$ cat src/rtl/hazard_ctrl.sv
// Hazard sequencer for the 5-stage RV32 pipe: load-use bubbles, EX redirects, flush runs, dmem wait.
// Define HAZARD_PERF_CNT_EN to add stall/flush performance counters with a synchronous clear.
module hazard_ctrl #(
  parameter int unsigned XLEN         = 32,
  parameter int unsigned FLUSH_CYCLES = 1,
  parameter int unsigned MEM_TIMEOUT  = 255,
  parameter int unsigned CNT_W        = 8
) (
  input  logic            clk,
  input  logic            rst_n,
  input  logic [4:0]      id_rs1,
  input  logic [4:0]      id_rs2,
  input  logic            id_uses_rs1,
  input  logic            id_uses_rs2,
  input  logic [4:0]      ex_rd,
  input  logic            ex_mem_read,
  input  logic            ex_branch_taken,
  input  logic [XLEN-1:0] ex_branch_target,
  input  logic            dmem_busy,
`ifdef HAZARD_PERF_CNT_EN
  input  logic            perf_clr,
  output logic [31:0]     perf_stall_cnt,
  output logic [31:0]     perf_flush_cnt,
`endif
  output logic            pc_stall,
  output logic            ifid_stall,
  output logic            ifid_flush,
  output logic            idex_stall,
  output logic            idex_flush,
  output logic            pipe_freeze,
  output logic            pc_redirect,
  output logic [XLEN-1:0] redirect_target,
  output logic            mem_timeout
);

  localparam logic [1:0] RUN      = 2'd0;
  localparam logic [1:0] MEM_WAIT = 2'd1;
  localparam logic [1:0] FLUSH    = 2'd2;

  localparam logic [CNT_W-1:0] FLUSH_INIT = CNT_W'(FLUSH_CYCLES - 1);
  localparam logic [CNT_W-1:0] BUSY_MAX   = CNT_W'(MEM_TIMEOUT);

  logic [1:0]      state_q, state_d;
  logic            pending_q, pending_d;
  logic [XLEN-1:0] target_q, target_d;
  logic [CNT_W-1:0] fcnt_q, fcnt_d;
  logic [CNT_W-1:0] busy_cnt_q, busy_cnt_d;
  logic            timeout_q, timeout_d;

  logic            load_use;
  logic            resolve;
  logic            br_go;
  logic [XLEN-1:0] br_tgt;

  assign load_use = ex_mem_read && (ex_rd != 5'd0) &&
                    ((id_uses_rs1 && (id_rs1 == ex_rd)) || (id_uses_rs2 && (id_rs2 == ex_rd)));

  // Counts consecutive busy cycles regardless of state; saturates at the timeout threshold.
  assign busy_cnt_d = !dmem_busy ? '0 :
                      (busy_cnt_q == BUSY_MAX) ? busy_cnt_q : busy_cnt_q + 1'b1;
  assign timeout_d  = timeout_q || (busy_cnt_d == BUSY_MAX);
  assign mem_timeout = timeout_q;

  always_comb begin
    state_d         = state_q;
    pending_d       = pending_q;
    target_d        = target_q;
    fcnt_d          = fcnt_q;
    pc_stall        = 1'b0;
    ifid_stall      = 1'b0;
    ifid_flush      = 1'b0;
    idex_stall      = 1'b0;
    idex_flush      = 1'b0;
    pipe_freeze     = 1'b0;
    pc_redirect     = 1'b0;
    redirect_target = target_q;
    resolve         = 1'b0;
    br_go           = 1'b0;
    br_tgt          = ex_branch_target;

    case (state_q)
      RUN: begin
        if (dmem_busy) begin
          pipe_freeze = 1'b1;
          state_d     = MEM_WAIT;
          if (ex_branch_taken) begin
            pending_d = 1'b1;
            target_d  = ex_branch_target;
          end
        end else begin
          resolve = 1'b1;
          br_go   = ex_branch_taken;
        end
      end
      MEM_WAIT: begin
        // EX is held while frozen, so a fresh taken pulse here is stale.
        if (dmem_busy) begin
          pipe_freeze = 1'b1;
        end else begin
          resolve   = 1'b1;
          br_go     = pending_q || ex_branch_taken;
          br_tgt    = pending_q ? target_q : ex_branch_target;
          pending_d = 1'b0;
          state_d   = RUN;
        end
      end
      FLUSH: begin
        if (dmem_busy) begin
          pipe_freeze = 1'b1;
        end else begin
          ifid_flush = 1'b1;
          idex_flush = 1'b1;
          if (fcnt_q == CNT_W'(1)) state_d = RUN;
          else                     fcnt_d  = fcnt_q - 1'b1;
        end
      end
      default: state_d = RUN;
    endcase

    // Redirect wins over load-use: the ID instruction is wrong-path.
    if (resolve) begin
      if (br_go) begin
        pc_redirect     = 1'b1;
        ifid_flush      = 1'b1;
        idex_flush      = 1'b1;
        redirect_target = br_tgt;
        target_d        = br_tgt;
        if (FLUSH_CYCLES > 1) begin
          state_d = FLUSH;
          fcnt_d  = FLUSH_INIT;
        end
      end else if (load_use) begin
        pc_stall   = 1'b1;
        ifid_stall = 1'b1;
        idex_stall = 1'b1;
      end
    end

    if (!rst_n) begin
      pc_stall        = 1'b0;
      ifid_stall      = 1'b0;
      ifid_flush      = 1'b0;
      idex_stall      = 1'b0;
      idex_flush      = 1'b0;
      pipe_freeze     = 1'b0;
      pc_redirect     = 1'b0;
      redirect_target = '0;
    end
  end

  always_ff @(posedge clk or negedge rst_n) begin
    if (!rst_n) begin
      state_q    <= RUN;
      pending_q  <= 1'b0;
      target_q   <= '0;
      fcnt_q     <= '0;
      busy_cnt_q <= '0;
      timeout_q  <= 1'b0;
    end else begin
      state_q    <= state_d;
      pending_q  <= pending_d;
      target_q   <= target_d;
      fcnt_q     <= fcnt_d;
      busy_cnt_q <= busy_cnt_d;
      timeout_q  <= timeout_d;
    end
  end

`ifdef HAZARD_PERF_CNT_EN
  always_ff @(posedge clk or negedge rst_n) begin
    if (!rst_n) begin
      perf_stall_cnt <= '0;
      perf_flush_cnt <= '0;
    end else if (perf_clr) begin
      perf_stall_cnt <= '0;
      perf_flush_cnt <= '0;
    end else begin
      if (pc_stall || pipe_freeze) perf_stall_cnt <= perf_stall_cnt + 32'd1;
      if (idex_flush)              perf_flush_cnt <= perf_flush_cnt + 32'd1;
    end
  end
`endif

endmodule

$ cat config.mk
export PLATFORM = sky130hd
export DESIGN_NAME = hazard_ctrl
export DESIGN_NICKNAME = d
export VERILOG_FILES = /design/src/rtl/hazard_ctrl.sv
export SDC_FILE = /design/constraint.sdc
export NUM_CORES = 1
export LEC_CHECK = 0
export ABC_AREA = 1
export BUFFER_PORTS_ARGS = -buffer_cell sky130_fd_sc_hd__buf_2
export CORE_AREA = 2 2 77 79
export DETAILED_ROUTE_END_ITERATION = 7
export DIE_AREA = 0 0 79 81
export GPL_TIMING_DRIVEN = 1
export PLACE_DENSITY = 0.83
export SETUP_SLACK_MARGIN = 0.1
export SYNTH_ARGS = -nofsm -noshare
export SYNTH_HDL_FRONTEND = slang
export SYNTH_SLANG_ARGS = --single-unit
export TNS_END_PERCENT = 50
$ cat constraint.sdc
create_clock -name clk -period 3.3 [get_ports clk]
set_input_delay 0.495 -clock clk [delete_from_list [all_inputs] [get_ports clk]]
set_output_delay 0.495 -clock clk [all_outputs]
set_load 0.01 [all_outputs]
==> flow_metrics.py <==
metrics = {
    "run_status": {
        "outcome": "finished clean",
    },
    "yosys": {
        "synth_area_um2": 2980,
        "synth_area_leaders": "dfrtp_1 36%, nand2_1 18%, nor2_1 8.1%",
        "synth-seq-area-share_pct": 36.1,
        "synth_top_area_share_pct": 36.1,
        "ys_async_sr_fraction_pct": 100,
        "yosys_warnings": 0,
        "yosysUniqueCellTypes": 31,
        "syn_nets": 493,
        "synth_edf_count": 0,
        "synthCells": 437,
        "ys_ff_latch": 43,
        "synth.largest_area_cell": "dfrtp_1",
        "synth-main-ff-cell": "dfrtp_1",
        "avgSynthCellArea_um2": 6.82,
    },
    "setup_path": {
        "start_kind": "register",
        "reg2reg_from": "state_q[0]$_DFFE_PN0P_",
        "cp.arrival_ns": 1.98,
        "path_class": "reg -> out",
        "end_kind": "output pin",
        "critPathRequiredTime_ns": 2.80,
        "crit_fanout": 55,
        "crit_start": "state_q[0]$_DFFE_PN0P_",
    },
    "power": {
        "peakVddDrop_v": 0.000348,
        "p_total_mw": 2.48,
        "power_density_nw_per_um2": 708,
        "leakage_nw": 1.83,
    },
    "sta": {
        "slew_viol_final": 0,
        "finalCritPeriodShare_pct": 74.9,
        "clock_skew_ns": 0.00833,
        "rsz0062_at_grt": "no",
        "tns_ns": 0,
        "worst_slew_pin_slew_ns": 0.713,
        "finalHoldViolations": 0,
        "post-route-min-period_ns": 2.47,
        "fmax_mhz": 405,
        "finalSetupViolations": 0,
        "slew_headroom_pct": 52.4,
    },
    "clock_tree": {
        "cts_tree": "built",
        "post_cts_buffers": 0,
        "cts_max_path_buffers": 2,
        "cts_resized": 0,
        "clk_pin_slew_ns": 0.08,
        "cts-root-buf": "clkbuf_8",
        "postCtsHoldBufs": 0,
        "numCtsBuffers": 5,
        "htree_levels": 2,
        "clk_latency_ns": 0.29,
        "clkSinkCount": 43,
    },
    "detailed_routing": {
        "wl_per_cell_um": 12.9,
        "dr_wl_met2_um": 3780,
        "avgViaCountPerCell": 5.46,
        "routed.top_layer": "met4",
        "drtIter0Drc": 293,
        "drtAntennaViolNets": 0,
        "dr_wl_met3_um": 491,
        "m1WireLength_um": 3280,
        "first_pass_iters": 4,
        "drc": 0,
        "via_count": 3219,
        "postRouteWirelength_um": 7640,
    },
    "hold_path": {
        "worstHoldPathType": "in -> async",
    },
    "place": {
        "gp_congestion": 0.840,
        "io_buffers": 93,
        "hpwlAfterDp_um": 5170,
        "placed_cell_area_um2": 3400,
    },
    "global_routing": {
        "grt_max_degree": 56,
        "antenna_found_initial": 0,
        "grt_pass1_vias": 2908,
        "grt_pass1_wl_um": 12500,
        "grt.total_usage_pct": 23.9,
        "grt.overflow.total": 0,
    },
    "final_layout": {
        "layout-drive-gt1-share_pct": 23.7,
        "fin_area_um2": 3500,
        "syn2layout_area_growth_pct": 17.6,
        "nets": 570,
        "antenna_cells": 0,
    },
    "floorplanning": {
        "initial_core_util_pct": 52.5,
        "fp.dieH_um": 81,
        "fp.dieW_um": 79,
        "core_area_um2": 5680,
        "ios": 94,
        "std_cell_rows": 28,
        "dieArea_um2": 6400,
    },
    "flow_run": {
        "cap_violations": 0,
    },
}
==> layout by cell type (no fill, tap or decap), types with 2 or more instances in the layout <==
| cell type | netlist | routed |
|---|---|---|
| nor3_1 | 20 | 20 |
| ha_1 | 2 | 2 |
| a21oi_1 | 37 | 37 |
| o21ai_0 | 7 | 7 |
| nor2_8 | 2 | 2 |
| nor3_2 | 3 | 3 |
| a211oi_1 | 2 | 2 |
| o211ai_1 | 10 | 10 |
| inv_1 | 15 | 15 |
| buf_4 | 11 | 5 |
| buf_2 | 8 | 93 |
| nor2_4 | 3 | 3 |
| nor2_1 | 64 | 64 |
| dfrtp_1 | 43 | 43 |
| nand3_1 | 11 | 11 |
| a31oi_1 | 2 | 2 |
| nand2_1 | 145 | 145 |
| xor2_1 | 6 | 6 |
| o22ai_1 | 23 | 23 |
| inv_2 | 3 | 3 |
| clkbuf_8 | 0 | 7 |
| nand2_2 | 3 | 3 |
==> cell type report <==
class / count / area (um2)
clock buffers: 8 / 100
fillers: 534 / 2170
inverters: 20 / 77.6
multi-input cells: 346 / 1650
flip-flops and latches: 43 / 1080
well taps: 75 / 93.8
repair buffers: 98 / 503
==> Yosys cell counts (3+ instances only) <==
| cell | number |
|---|---|
| nand3_1 | 11 |
| o21ai_0 | 7 |
| o211ai_1 | 10 |
| o22ai_1 | 23 |
| nand2_1 | 145 |
| a21oi_1 | 37 |
| xor2_1 | 6 |
| nand2_2 | 3 |
| inv_2 | 3 |
| inv_1 | 15 |
| buf_2 | 8 |
| buf_4 | 11 |
| nor2_1 | 64 |
| nor3_1 | 20 |
| clkbuf_1 | 7 |
| dfrtp_1 | 43 |
| nor2_4 | 3 |
| nor3_2 | 3 |
==> critical path, cell delays in order (launching register included) <==
cell	delay, ns
dfrtp_1	0.43
nand2_2	0.09
inv_2	0.05
nor2_4	0.14
nor2_8	0.05
inv_4	0.39
nor2_1	0.09
nor3_1	0.24
buf_2	0.19
==> power breakdown <==
part	leakage (nW)	internal (mW)	switching, mW
Clock	0.0515	0.191	0.180
Combinational	1.27	0.459	0.802
Sequential	0.511	0.737	0.113
Total	1.83	1.39	1.09
==> layer usage <==
layer / vias to the layer above / global-route usage (%)
li1: 1599 / -
met1: 1493 / 30.0
met2: 118 / 42.8
met3: 9 / 3.44
met4: 0 / 7.07
met5: - / 0
==> cells by family after synthesis <==
family,after synthesis,synth area share [%]
AND/OR/NAND/NOR,255,36.7
adder cells (fa/ha/maj),2,0.840
XOR/XNOR,6,1.76
flip-flops,43,36.1
AO/OA/AOI/OAI,83,16.2
buffers and inverters,48,8.36
==> final timing paths <==
check	to	slack (ns)	cells past startpoint
min in group clk	target_q[31]$_DFF_PN0_	0.44	3
max reg2reg	target_q[0]$_DFF_PN0_	1.31	6
max in group asynchronous	pending_q$_DFFE_PN0P_	2.60	2
min	target_q[10]$_DFF_PN0_	0.29	2
max	redirect_target[2]	0.83	8
min reg2reg	mem_timeout$_DFF_PN0_	0.47	2
==> state kept, by name, summed over array words and instances, names as in the netlist <==
name / flops
mem_timeout: 1
target_q: 32
busy_cnt_q: 8
state_q: 1
pending_q: 1
==> stage by stage <==
step / hold WS (ns) / util [%] / std cells / setup slack, ns
3_5_place_dp: 0.456 / 60.0 / 582 / 1.05
6_report: 0.293 / 61.8 / 590 / 0.830
5_1_grt: 0.336 / 61.8 / 590 / 0.731
4_1_cts: 0.316 / 61.8 / 590 / 0.844
2_1_floorplan: 0.199 / - / 437 / 1.42
3_3_place_gp: 0.449 / 60.0 / 582 / 1.10
No activity file was read; power rests on OpenSTA's default activity.
